**src/rtl/mic_hit_detector.sv**
```systemverilog
// Microphone strike detector: pops left-channel samples from the audio input FIFO,
// tracks a decaying peak envelope and emits one-cycle hit pulses with hysteresis and hold-off.
module mic_hit_detector #(
  parameter int MAG_W       = 16,
  parameter int DECAY_SHIFT = 4,
  parameter int HOLDOFF     = 4800,
  parameter int CNT_W       = 16
) (
  input  logic             CLOCK_50,
  input  logic             resetn,
  input  logic             enable,
  input  logic             audio_in_available,
  input  logic [31:0]      left_channel_audio_in,
  output logic             read_audio_in,
  input  logic [MAG_W-1:0] threshold,
  output logic             sample_valid,
  output logic [MAG_W-1:0] sample_mag,
  output logic [MAG_W-1:0] envelope,
  output logic             hit,
  output logic [CNT_W-1:0] hit_count,
  output logic             armed
);

  localparam int HOLD_W = (HOLDOFF < 2) ? 1 : $clog2(HOLDOFF + 1);

  // Handshake: read_audio_in is a combinational pop strobe, high only in S_WAIT while
  // enable and audio_in_available are both 1; the sample is taken on that same edge.
  typedef enum logic [1:0] {S_WAIT, S_CAPT, S_EVAL} state_t;

  state_t             state_q, state_d;
  logic [31:0]        sample_q, sample_d;
  logic [MAG_W-1:0]   sample_mag_q, sample_mag_d;
  logic               sample_valid_q, sample_valid_d;
  logic [MAG_W-1:0]   env_q, env_d;
  logic               hit_q, hit_d;
  logic [CNT_W-1:0]   hit_count_q, hit_count_d;
  logic               armed_q, armed_d;
  logic [HOLD_W-1:0]  holdoff_q, holdoff_d;
  logic [31:0]        abs_v;

  // The most negative sample has no positive twin, so it clamps to full scale.
  always_comb begin
    if (sample_q == 32'h8000_0000) abs_v = 32'h7FFF_FFFF;
    else if (sample_q[31])         abs_v = -sample_q;
    else                           abs_v = sample_q;
  end

  always_comb begin
    state_d        = state_q;
    sample_d       = sample_q;
    sample_mag_d   = sample_mag_q;
    sample_valid_d = 1'b0;
    env_d          = env_q;
    hit_d          = 1'b0;
    hit_count_d    = hit_count_q;
    armed_d        = armed_q;
    holdoff_d      = holdoff_q;
    read_audio_in  = 1'b0;
    case (state_q)
      S_WAIT: begin
        if (enable && audio_in_available) begin
          read_audio_in = resetn;
          sample_d      = left_channel_audio_in;
          state_d       = S_CAPT;
        end
      end
      S_CAPT: begin
        sample_mag_d   = MAG_W'(abs_v >> (31 - MAG_W));
        sample_valid_d = 1'b1;
        state_d        = S_EVAL;
      end
      S_EVAL: begin
        env_d = (sample_mag_q > env_q) ? sample_mag_q
                                       : env_q - (env_q >> DECAY_SHIFT);
        if (armed_q && (holdoff_q == '0) && (env_d >= threshold)) begin
          hit_d     = 1'b1;
          armed_d   = 1'b0;
          holdoff_d = HOLD_W'(HOLDOFF);
          if (hit_count_q != '1) hit_count_d = hit_count_q + CNT_W'(1);
        end else if (holdoff_q != '0) begin
          holdoff_d = holdoff_q - HOLD_W'(1);
        end
        // Hysteresis: re-arm only once the envelope has fallen below half the threshold.
        if ((holdoff_q == '0) && (env_d < (threshold >> 1))) armed_d = 1'b1;
        state_d = S_WAIT;
      end
      default: state_d = S_WAIT;
    endcase
  end

  always_ff @(posedge CLOCK_50) begin
    if (!resetn) begin
      state_q        <= S_WAIT;
      sample_q       <= '0;
      sample_mag_q   <= '0;
      sample_valid_q <= 1'b0;
      env_q          <= '0;
      hit_q          <= 1'b0;
      hit_count_q    <= '0;
      armed_q        <= 1'b1;
      holdoff_q      <= '0;
    end else begin
      state_q        <= state_d;
      sample_q       <= sample_d;
      sample_mag_q   <= sample_mag_d;
      sample_valid_q <= sample_valid_d;
      env_q          <= env_d;
      hit_q          <= hit_d;
      hit_count_q    <= hit_count_d;
      armed_q        <= armed_d;
      holdoff_q      <= holdoff_d;
    end
  end

  assign sample_valid = sample_valid_q;
  assign sample_mag   = sample_mag_q;
  assign envelope     = env_q;
  assign hit          = hit_q;
  assign hit_count    = hit_count_q;
  assign armed        = armed_q;

endmodule

```
**config.mk**
```make
export PLATFORM = sky130hd
export DESIGN_NAME = mic_hit_detector
export DESIGN_NICKNAME = d
export VERILOG_FILES = /design/src/rtl/mic_hit_detector.sv
export SDC_FILE = /design/constraint.sdc
export NUM_CORES = 1
export LEC_CHECK = 0
export CELL_PAD_IN_SITES_DETAIL_PLACEMENT = 0
export CELL_PAD_IN_SITES_GLOBAL_PLACEMENT = 2
export CORE_UTILIZATION = 34
export DETAILED_ROUTE_END_ITERATION = 7
export PLACE_DENSITY_LB_ADDON = 0.15
export SLEW_MARGIN = 0
export SYNTH_ARGS = -nofsm -noshare
export SYNTH_HDL_FRONTEND = slang
export SYNTH_SLANG_ARGS = --single-unit
```
**constraint.sdc**
```tcl
create_clock -name CLOCK_50 -period 11.7 [get_ports CLOCK_50]
set_input_delay 1.755 -clock CLOCK_50 [delete_from_list [all_inputs] [get_ports CLOCK_50]]
set_output_delay 1.755 -clock CLOCK_50 [all_outputs]
set_load 0.005 [all_outputs]
```
==> flow_metrics.py <==
metrics = {
    "logic_synthesis": {
        "yosys.area_share.simple_pct": 20.78,
        "async_reset_ff_share_pct": 0,
        "synth.area.mux_share_pct": 1.459,
        "syn_nets": 856,
        "ys_warn_count": 0,
        "synth_compound_area_share_pct": 19.70,
        "synth.avg_cell_area_um2": 8.080,
        "synth-edff-count": 0,
        "synth_top_family_by_area": "simple AND/OR/NAND/NOR gates",
        "yosysTopAreaCell": "dfxtp_1",
        "synth_flop_cell": "dfxtp_1",
        "synthTopCellsByArea": "dfxtp_1 33%, ha_1 13%, a21oi_1 6.4%, nand2_1 6.1%, xor2_1 4.7%",
        "synth-xor-area-share_pct": 7.149,
        "ys_seq_elements": 98,
        "synthAdderAreaFrac_pct": 12.84,
        "yosysSeqAreaShare_pct": 32.68,
        "synth_top_area_share_pct": 32.68,
        "ys_types": 65,
        "syn_area_mm2": 0.006003,
        "syn_inst": 743,
    },
    "layout": {
        "fin_util_pct": 43.40,
        "n_fill_cell": 1764,
        "final_nets": 940,
        "diodes": 0,
        "final_cell_mix": "103 x clkdlybuf4s50_1, 98 x dfxtp_1, 97 x nand2_1, 77 x a21oi_1",
        "multi_input_area_mm2": 0.003717,
        "final_common_cell": "clkdlybuf4s50_1",
        "design_area_mm2": 0.007507,
        "regArea_mm2": 0.001962,
        "areaGrowthSynthToFinish_pct": 25.05,
        "drive_gt1_share_pct": 4.688,
        "stdcell_count": 1057,
    },
    "run_status": {
        "status": "complete, no violations",
    },
    "routing": {
        "vias_per_cell": 5.101,
        "postRouteAntennaNets": 0,
        "drtIter0Drc": 277,
        "vias": 5392,
        "first_pass_iters": 4,
        "wl_um": 16470,
        "wl_per_cell_um": 15.58,
        "drc_errors": 0,
    },
    "sta": {
        "slew_headroom_pct": 18.87,
        "hold_viol": 0,
        "finalMaxSlewViolations": 0,
        "rsz0062_at_grt": "no",
        "skew_ns": 0.01051,
        "timing.final.crit_share_pct": 49.19,
        "whs_ns": 0.4559,
        "fin_crit_ns": 5.755,
        "tightest_slew_ns": 1.214,
        "final.setup.tns_ns": 0,
        "fmax_mhz": 173.8,
        "fin_ws_ns": 5.945,
        "finalSetupViolCount": 0,
    },
    "placed_design": {
        "port_buffers": 103,
        "dp.cells": 1041,
        "place_hpwl_um": 12590,
        "place_congestion": 0.8376,
        "postPlaceCellArea_mm2": 0.007194,
        "dp_slack_ns": 5.928,
    },
    "grt": {
        "grt_max_degree": 77,
        "grt_pass1_wl_um": 26630,
        "grt_pass1_vias": 5176,
        "grt-ovfl-total": 0,
        "grt.total_usage_pct": 18.77,
        "antenna_found_initial": 0,
    },
    "worst_hold_path": {
        "hold_class": "flip-flop to flip-flop",
        "hold_depth": 2,
    },
    "floorplan": {
        "dieWidth_um": 134.9,
        "rows": 48,
        "core-area_mm2": 0.01730,
        "io_pins": 104,
        "die_area_mm2": 0.01819,
        "initial_core_util_pct": 34.71,
        "die_h_um": 134.9,
    },
    "power_and_ir_drop": {
        "pwr-share-clk_pct": 32.2,
        "swShare_pct": 33.67,
        "pwr-share-seq_pct": 36.6,
        "p_int_uw": 653.3,
        "pwr-share-comb_pct": 31.1,
        "power_per_cell_area_mw_per_mm2": 131.2,
        "vdd_ir_drop_max_v": 0.00007454,
        "static-leakage-power_nw": 2.921,
        "fin_total_pwr_uw": 985.0,
        "p_sw_uw": 331.7,
    },
    "setup_path": {
        "critPathArrivalTime_ns": 4.00,
        "ff2ff_path_depth": 18,
        "setup.worst_path.class": "input pin to primary output",
        "cp-end-kind": "primary output",
        "crit_fanout": 34,
        "startpoint_type": "input pin",
        "cp.required_ns": 9.95,
    },
    "clock_tree": {
        "insertion_delay_ns": 0.35,
        "cts_buffers": 9,
        "h-tree-depth": 3,
        "post_cts_buffers": 0,
        "cts_buffer_depth": 2,
        "postCtsHoldBufs": 0,
        "cts_tree": "built",
        "post_cts_resized": 0,
        "cts.clk_slew.worst_paths_ns": 0.07,
        "clockRootBuffer": "clkbuf_16",
        "cts_sinks": 98,
    },
    "run": {
        "maxCapViolations": 0,
    },
}
metal layers:
| layer | global-route usage [%] | routed length [um] | up-vias |
|---|---|---|---|
| li1 | - | - | 2785 |
| met1 | 23.89 | 7892 | 2483 |
| met2 | 31.64 | 7629 | 109 |
| met3 | 3.491 | 577 | 15 |
| met4 | 6.492 | 371 | 0 |
| met5 | 0 | 0 | - |
worst max-delay path: stages:
cell and delay [ns]:
clkdlybuf4s50_1 0.47, nand3_1 0.83, nor2_1 0.38, clkdlybuf4s50_1 0.55
Yosys cell counts (all sizes together), types with 4 or more instances:
master,number
dfxtp,98
nand2,98
a21oi,77
nor2,61
ha,60
inv,48
o21ai,47
xor2,32
clkbuf,28
nand3,20
nand4,18
xnor2,17
a211oi,14
nor4,13
and3,9
nor2b,8
nor3,8
a31oi,6
mux2,6
o21a,6
a21o,5
buf,5
nand2b,5
o211ai,5
o21bai,5
or3,5
a2111oi,4
o31ai,4
cell families after synthesis:
logic type | count (synthesis)
buf+inv | 81
fa+ha+maj | 61
simple gates | 258
compound gates | 188
mux | 8
flops | 98
xor+xnor | 49
final cells by class:
cell class	instances	area share, %
clock buffer	11	3.233
inverter	48	2.400
sequential	98	26.13
tap	225	3.750
clock inverter	5	0.9333
timing repair buffer	106	14.03
multi-input combinational	564	49.52
path summary, 6_finish.rpt:
check,startpoint,to,slack [ns]
max,enable,read_audio_in,5.94
max reg2reg,envelope[4],holdoff_q[4],6.74
min,sample_q[1],sample_q[1],0.46
min reg2reg,sample_q[1],sample_q[1],0.46
flip-flops by register name, indices dropped and copies added (netlist names):
register	flops
sample_valid	1
hit	1
sample_q	32
hit_count	16
armed	1
state_q	2
envelope	16
sample_mag	16
holdoff_q	13
power by group through the flow:
stage          combinational, mW  sequential (mW)  clock, mW
2_1_floorplan              0.219            0.364          0
3_3_place_gp               0.299            0.368          0
3_5_place_dp               0.307            0.369          0
4_1_cts                    0.308            0.361      0.331
5_1_grt                    0.345            0.363      0.339
6_report                   0.306            0.361      0.318
(Power assumes the default switching activity.)
